$ cat src/rtl/systolic_seq_ctrl_if.sv
// Stream and array-edge signals of the systolic sequencer, grouped so the
// controller (master) and its environment (slave) see mirrored directions.
interface systolic_seq_ctrl_if #(
  parameter int N  = 4,
  parameter int DW = 32
) ();
  logic [DW-1:0]   s_tdata;
  logic            s_tvalid;
  logic            s_tready;
  logic            s_tlast;
  logic [DW-1:0]   m_tdata;
  logic            m_tvalid;
  logic            m_tready;
  logic            m_tlast;
  logic [N*DW-1:0] arr_row;
  logic [N*DW-1:0] arr_col;
  logic            arr_in_valid;
  logic [N*DW-1:0] arr_result;

  modport master (
    input  s_tdata, s_tvalid, s_tlast, m_tready, arr_result,
    output s_tready, m_tdata, m_tvalid, m_tlast, arr_row, arr_col, arr_in_valid
  );
  modport slave (
    output s_tdata, s_tvalid, s_tlast, m_tready, arr_result,
    input  s_tready, m_tdata, m_tvalid, m_tlast, arr_row, arr_col, arr_in_valid
  );
endinterface

$ cat src/rtl/systolic_seq_ctrl.sv
// Sequencer for an N x N systolic array: loads A/B, feeds skewed edges,
// captures the bottom-row drain and streams C out row-major.
module systolic_seq_lane #(
  parameter int N    = 4,
  parameter int DW   = 32,
  parameter int LANE = 0,
  parameter int CW   = 6
) (
  input  logic                   en,
  input  logic [CW-1:0]          k,
  input  logic [N*N-1:0][DW-1:0] a,
  input  logic [N*N-1:0][DW-1:0] b,
  output logic [DW-1:0]          row,
  output logic [DW-1:0]          col
);
  localparam int IW = $clog2(N*N);
  int d;

  // Row lane i and column lane j share the same skew (k - lane), so one
  // window test serves both edges.
  always_comb begin
    row = '0;
    col = '0;
    d   = int'(k) - LANE;
    if (en && d >= 0 && d < N) begin
      row = a[IW'(LANE*N + d)];
      col = b[IW'(d*N + LANE)];
    end
  end
endmodule

module systolic_seq_ctrl #(
  parameter int N  = 4,
  parameter int DW = 32
) (
  input  logic                 i_clk,
  input  logic                 i_rst,
  systolic_seq_ctrl_if.master  bus,
  output logic                 busy,
  output logic                 done,
  output logic                 err_len
);
  localparam int NN = N*N;
  localparam int IW = $clog2(NN);
  localparam int CW = $clog2(2*NN + 1);
  localparam logic [CW-1:0] LAST_BEAT = CW'(2*NN - 1);
  localparam logic [CW-1:0] FEED_END  = CW'(3*N - 3);
  localparam logic [CW-1:0] DRAIN_END = CW'(N - 1);
  localparam logic [CW-1:0] NN_C      = CW'(NN);

  typedef enum logic [2:0] {IDLE, LOAD, FEED, DRAIN, SEND} state_t;

  state_t                 state, state_nxt;
  logic [CW-1:0]          cnt;
  logic [NN-1:0][DW-1:0]  a_buf, b_buf, c_buf;
  logic [N-1:0][DW-1:0]   row_l, col_l;
  logic                   beat, xfer;

  assign beat              = (state == LOAD) && bus.s_tvalid;
  assign xfer              = bus.m_tvalid && bus.m_tready;
  assign bus.s_tready      = (state == LOAD);
  assign bus.arr_in_valid  = (state == FEED);
  assign busy              = (state != IDLE);
  assign bus.arr_row       = row_l;
  assign bus.arr_col       = col_l;

  always_ff @(posedge i_clk or negedge i_rst) begin
    if (!i_rst) state <= IDLE;
    else        state <= state_nxt;
  end

  always_comb begin
    state_nxt = state;
    case (state)
      IDLE:  if (bus.s_tvalid) state_nxt = LOAD;
      LOAD:  if (beat) begin
               if (cnt == LAST_BEAT)  state_nxt = FEED;
               else if (bus.s_tlast)  state_nxt = IDLE;
             end
      FEED:  if (cnt == FEED_END)  state_nxt = DRAIN;
      DRAIN: if (cnt == DRAIN_END) state_nxt = SEND;
      SEND:  if (xfer && bus.m_tlast) state_nxt = IDLE;
      default: state_nxt = IDLE;
    endcase
  end

  always_ff @(posedge i_clk or negedge i_rst) begin
    if (!i_rst) begin
      cnt          <= '0;
      a_buf        <= '0;
      b_buf        <= '0;
      c_buf        <= '0;
      bus.m_tdata  <= '0;
      bus.m_tvalid <= 1'b0;
      bus.m_tlast  <= 1'b0;
      done         <= 1'b0;
      err_len      <= 1'b0;
    end else begin
      done    <= 1'b0;
      err_len <= 1'b0;
      case (state)
        IDLE: cnt <= '0;
        LOAD: if (beat) begin
          if (cnt < NN_C) a_buf[IW'(cnt)]        <= bus.s_tdata;
          else            b_buf[IW'(cnt - NN_C)] <= bus.s_tdata;
          if (cnt == LAST_BEAT) cnt <= '0;
          else if (bus.s_tlast) begin
            err_len <= 1'b1;
            cnt     <= '0;
          end else cnt <= cnt + 1'b1;
        end
        FEED: cnt <= (cnt == FEED_END) ? '0 : cnt + 1'b1;
        // Bottom row exits the array first, so drain cycle d lands in row N-1-d.
        DRAIN: begin
          for (int j = 0; j < N; j++)
            c_buf[IW'((N-1-int'(cnt))*N + j)] <= bus.arr_result[j*DW +: DW];
          cnt <= (cnt == DRAIN_END) ? '0 : cnt + 1'b1;
        end
        // Single output register: reload whenever empty or being consumed.
        SEND: if (!bus.m_tvalid || bus.m_tready) begin
          if (cnt < NN_C) begin
            bus.m_tdata  <= c_buf[IW'(cnt)];
            bus.m_tvalid <= 1'b1;
            bus.m_tlast  <= (cnt == NN_C - 1'b1);
            cnt          <= cnt + 1'b1;
          end else begin
            bus.m_tdata  <= '0;
            bus.m_tvalid <= 1'b0;
            bus.m_tlast  <= 1'b0;
            if (bus.m_tlast) done <= 1'b1;
          end
        end
        default: ;
      endcase
    end
  end

  for (genvar g = 0; g < N; g++) begin : g_lane
    systolic_seq_lane #(.N(N), .DW(DW), .LANE(g), .CW(CW)) u_lane (
      .en  (state == FEED),
      .k   (cnt),
      .a   (a_buf),
      .b   (b_buf),
      .row (row_l[g]),
      .col (col_l[g])
    );
  end
endmodule

$ cat src/flat_wrapper.sv
// flat-port wrapper written by rule: the top's interface ports become plain ports
module systolic_seq_ctrl_flat 
#(
  parameter int N  = 4,
  parameter int DW = 32
)
  (i_clk, i_rst, busy, done, err_len, bus_s_tdata, bus_s_tvalid, bus_s_tlast, bus_m_tready, bus_arr_result, bus_s_tready, bus_m_tdata, bus_m_tvalid, bus_m_tlast, bus_arr_row, bus_arr_col, bus_arr_in_valid);
  systolic_seq_ctrl_if #(.N(N), .DW(DW)) bus_i ();
  input  logic i_clk;
  input  logic i_rst;
  output logic busy;
  output logic done;
  output logic err_len;
  input wire logic [$bits(bus_i.s_tdata)-1:0] bus_s_tdata;
  input wire logic [$bits(bus_i.s_tvalid)-1:0] bus_s_tvalid;
  input wire logic [$bits(bus_i.s_tlast)-1:0] bus_s_tlast;
  input wire logic [$bits(bus_i.m_tready)-1:0] bus_m_tready;
  input wire logic [$bits(bus_i.arr_result)-1:0] bus_arr_result;
  output wire logic [$bits(bus_i.s_tready)-1:0] bus_s_tready;
  output wire logic [$bits(bus_i.m_tdata)-1:0] bus_m_tdata;
  output wire logic [$bits(bus_i.m_tvalid)-1:0] bus_m_tvalid;
  output wire logic [$bits(bus_i.m_tlast)-1:0] bus_m_tlast;
  output wire logic [$bits(bus_i.arr_row)-1:0] bus_arr_row;
  output wire logic [$bits(bus_i.arr_col)-1:0] bus_arr_col;
  output wire logic [$bits(bus_i.arr_in_valid)-1:0] bus_arr_in_valid;
  assign bus_i.s_tdata = bus_s_tdata;
  assign bus_i.s_tvalid = bus_s_tvalid;
  assign bus_i.s_tlast = bus_s_tlast;
  assign bus_i.m_tready = bus_m_tready;
  assign bus_i.arr_result = bus_arr_result;
  assign bus_s_tready = bus_i.s_tready;
  assign bus_m_tdata = bus_i.m_tdata;
  assign bus_m_tvalid = bus_i.m_tvalid;
  assign bus_m_tlast = bus_i.m_tlast;
  assign bus_arr_row = bus_i.arr_row;
  assign bus_arr_col = bus_i.arr_col;
  assign bus_arr_in_valid = bus_i.arr_in_valid;
  systolic_seq_ctrl #(.N(N), .DW(DW)) u_core (.i_clk(i_clk), .i_rst(i_rst), .bus(bus_i), .busy(busy), .done(done), .err_len(err_len));
endmodule
$ cat config.mk
export PLATFORM = sky130hd
export DESIGN_NAME = systolic_seq_ctrl_flat
export DESIGN_NICKNAME = d
export VERILOG_FILES = /design/src/rtl/systolic_seq_ctrl_if.sv /design/src/rtl/systolic_seq_ctrl.sv /design/src/flat_wrapper.sv
export SDC_FILE = /design/constraint.sdc
export NUM_CORES = 2
export LEC_CHECK = 0
export CELL_PAD_IN_SITES_DETAIL_PLACEMENT = 1
export CELL_PAD_IN_SITES_GLOBAL_PLACEMENT = 2
export CORE_ASPECT_RATIO = 0.6
export CORE_MARGIN = 4
export CORE_UTILIZATION = 40
export CTS_CLUSTER_SIZE = 12
export DETAILED_ROUTE_END_ITERATION = 6
export PLACE_DENSITY = 0.84
export SLEW_MARGIN = 20
export SYNTH_ARGS = -nofsm -noshare
export SYNTH_HDL_FRONTEND = slang
export SYNTH_SLANG_ARGS = --single-unit
$ cat constraint.sdc
create_clock -name i_clk -period 9.5 [get_ports i_clk]
set_clock_uncertainty 0.1 [all_clocks]
set_input_delay 1.425 -clock i_clk [delete_from_list [all_inputs] [get_ports i_clk]]
set_output_delay 1.425 -clock i_clk [all_outputs]
set_load 0.01 [all_outputs]
==> impl_metrics.ini <==
[clock_network]
postCtsSetupBuffers = 0
cts_buffers = 167
htree_levels = 4
cts_resized = 0
hold_buffers = 0
clk_latency_ns = 0.81
clock_path_buffers = 4
root_buffer = clkbuf_16
clkTransAtPathRegs_ns = 0.06
cts_tree = done
cts_num_sinks = 1581

[global_route]
grt_max_degree = 181
grt_overflow = 0
grt_pass1_wl_mm = 324
antenna_found_initial = 18
grt_usage = 0.223
grt_pass1_vias = 48200

[worst_setup_path]
rr_endpoint = u_core.c_buf[249]
rrSetupSlack_ns = 4.80
cp-end-kind = primary output
worst_path_max_delay_cell = dfrtp_4
crit_path_max_incr_delay_ns = 0.87
cpMostUsedCell = buf_4
reg2reg_depth = 7
crit_arrival_ns = 6.12
reg2reg_from = u_core.cnt[1]
crit_start = u_core.cnt[1]
path_class = flop to primary output
crit_fanout = 43
startpoint_type = flop
required_ns = 7.98
path_cells = inv_1, ha_1, nand2_1, xor2_4, buf_4, ha_2, buf_4, nand2b_1, buf_4, o21ai_0, and4_1, clkdlybuf4s50_1

[floorplanning]
fp-row-count = 121
core-area_mm2 = 0.182
die-height_um = 339
ios = 460
die_x_um = 560
start_util = 0.403
dieArea_mm2 = 0.190

[placement]
port_buffers = 459
place_congestion = 0.766
hpwlAfterDp_mm = 135
place_ws_ns = 2.77

[synth]
synth_cell_types = 54
yosysSeqAreaShare = 0.541
synth_seq_cells = 1581
yosysWarnings = 0
ys_dominant_reg_cell = dfrtp_1
syn-num-nets = 4919
yosys.cell_count.top_type = dfrtp_1
yosys-top-cells-count = dfrtp_1, mux2_2, mux4_2
synth.cell_area_mm2 = 0.0731
synth_edf_count = 0
yosysTopAreaCell = dfrtp_1
yosys-top-cells-area = dfrtp_1, mux2_2, mux4_2, mux2i_1, buf_2
synthCells = 4743
synth_top_area_frac = 0.541
syn_area_per_cell_um2 = 15.4
async_flop_share = 1.00

[final_layout]
nets = 5215
area_growth_syn_to_layout_pct = 15.7
multiInputGateArea_mm2 = 0.0317
drive_gt1_frac = 0.443
fillers = 17400
ff_latch_area_mm2 = 0.0396

[timing]
fmax_mhz = 131
fin_crit_sh = 0.805
setup_viol = 0
max-slew-margin-rel = 0.225
slew_violations = 0
grt_setup_unrepaired = no
fin_ws_ns = 1.85
min_period_ns = 7.65
tns_ns = 0
worst_pin_slew_ns = 1.16
hold_viol_final = 0

[power]
swShare = 0.291
power_frac_seq = 0.433
p_sw_mw = 5.10
vdd_drop_max_mv = 0.248
p_clk_frac = 0.346
intPower_mw = 12.4
powerDensity_mw_per_mm2 = 207
power_mw = 17.5
leakage_nw = 37.5
combPwrFrac = 0.221

[worst_hold_path]
hold_path.class = flop to flop
holdCritStartpoint = u_core.c_buf[401]
hold_path_end = u_core.c_buf[401]
min_delay_path_depth = 1

[detailed_routing]
avgViaCountPerCell = 5.75
num_vias = 43200
totalWireLength_mm = 213
drtPass1Iterations = 5
wl_per_cell_um = 28.3
drc_errors = 0
drtIter0Drc = 2826
antenna_left = 0

[run_status]
outcome = complete, no violations

[run]
cap_violations = 0
==> cells in the final DEF, fill, tap and decap left out, types with 21 or more instances in the layout <==
cell and n:
nor2_1 48, and3_1 67, mux4_2 378, nand4_1 21, nand2_1 97, nand2b_1 26
clkdlybuf4s50_1 446, nor2b_1 117, buf_4 86, o211ai_1 32, nand2_2 28, clkbuf_16 168
dfrtp_1 1578, clkbuf_1 28, and4_1 21, mux2_1 61, o21ai_0 30, mux2_2 1496
mux2i_1 166, a22oi_1 32
==> routing by layer <==
layer | vias up | GRT usage | wire length (um)
met4 | 2 | 0.0721 | 6720
met3 | 325 | 0.0514 | 11700
met5 | - | 0 | 13
met1 | 23900 | 0.313 | 96500
li1 | 18100 | - | -
met2 | 931 | 0.344 | 97900
==> stage by stage <==
stage / hold slack (ns) / instance area (um2) / util / std cells
floorplan: 0.353 / 73100 / - / 4743
global placement: 0.364 / 79800 / 0.439 / 7267
detailed placement: 0.373 / 79800 / 0.439 / 7267
CTS: 0.388 / 84500 / 0.466 / 7503
global route: 0.406 / 84600 / 0.466 / 7514
finish: 0.386 / 84600 / 0.466 / 7519
==> registers in the layout (all words and copies together) (netlist names) <==
signal and cells:
u_core.b_buf 512, u_core.a_buf 512, u_core.err_len 1, u_core.bus.m_tdata 32, u_core.c_buf 512, u_core.bus.m_tvalid 1, u_core.bus.m_tlast 1, u_core.done 1
u_core.cnt 6, u_core.state 3
==> power by group through the flow <==
stage / Sequential [mW] / Combinational [mW] / Clock, mW
floorplan: 7.53 / 2.80 / 0
global placement: 7.66 / 3.80 / 0
detailed placement: 7.70 / 3.89 / 0
CTS: 7.59 / 3.92 / 6.24
global route: 7.65 / 4.16 / 6.55
finish: 7.60 / 3.87 / 6.07
==> how the worst max path moves through the flow <==
| stage | cells after the start | endpoint | slack (ns) |
|---|---|---|---|
| floorplan | 15 | bus_arr_row[62] | 4.38 |
| global placement | 13 | bus_arr_row[38] | 2.92 |
| finish | 12 | bus_arr_row[32] | 1.85 |
| detailed placement | 12 | bus_arr_row[32] | 2.77 |
| global route | 12 | bus_arr_row[37] | 1.58 |
| CTS | 12 | bus_arr_row[32] | 1.84 |
==> critical path: cells and delay by family (launching register included) <==
family / cells / cell delay, ns
AOI/OAI and AO/OA: 1 / 0.19
buffers and inverters: 5 / 2.65
and+or+nand+nor: 3 / 0.65
xor gates and xnor gates: 1 / 0.15
DFF: 1 / 0.87
adders and majority gates: 2 / 0.73
==> logic make-up (layout without fill, tap and decap cells) <==
group	Yosys count	in the layout	share of synthesized area
flops	1581	1581	0.541
compound gates	133	133	0.0120
simple gates	474	474	0.0363
fa+ha+maj	11	11	0.00188
buf+inv	437	800	0.0290
other cells	0	15	0
mux	2101	2101	0.379
xor+xnor	6	6	0.000821
==> cell type report <==
cell class	count	area share
Multi-Input combinational cell	2725	0.375
Inverter	6	0.000266
Clock inverter	20	0.00246
Clock buffer	216	0.0542
Sequential cell	1581	0.468
Antenna cell	15	0.000444
Timing Repair Buffer	558	0.0645
Tap cell	2398	0.0355
No activity file was read; power rests on OpenSTA's default activity.
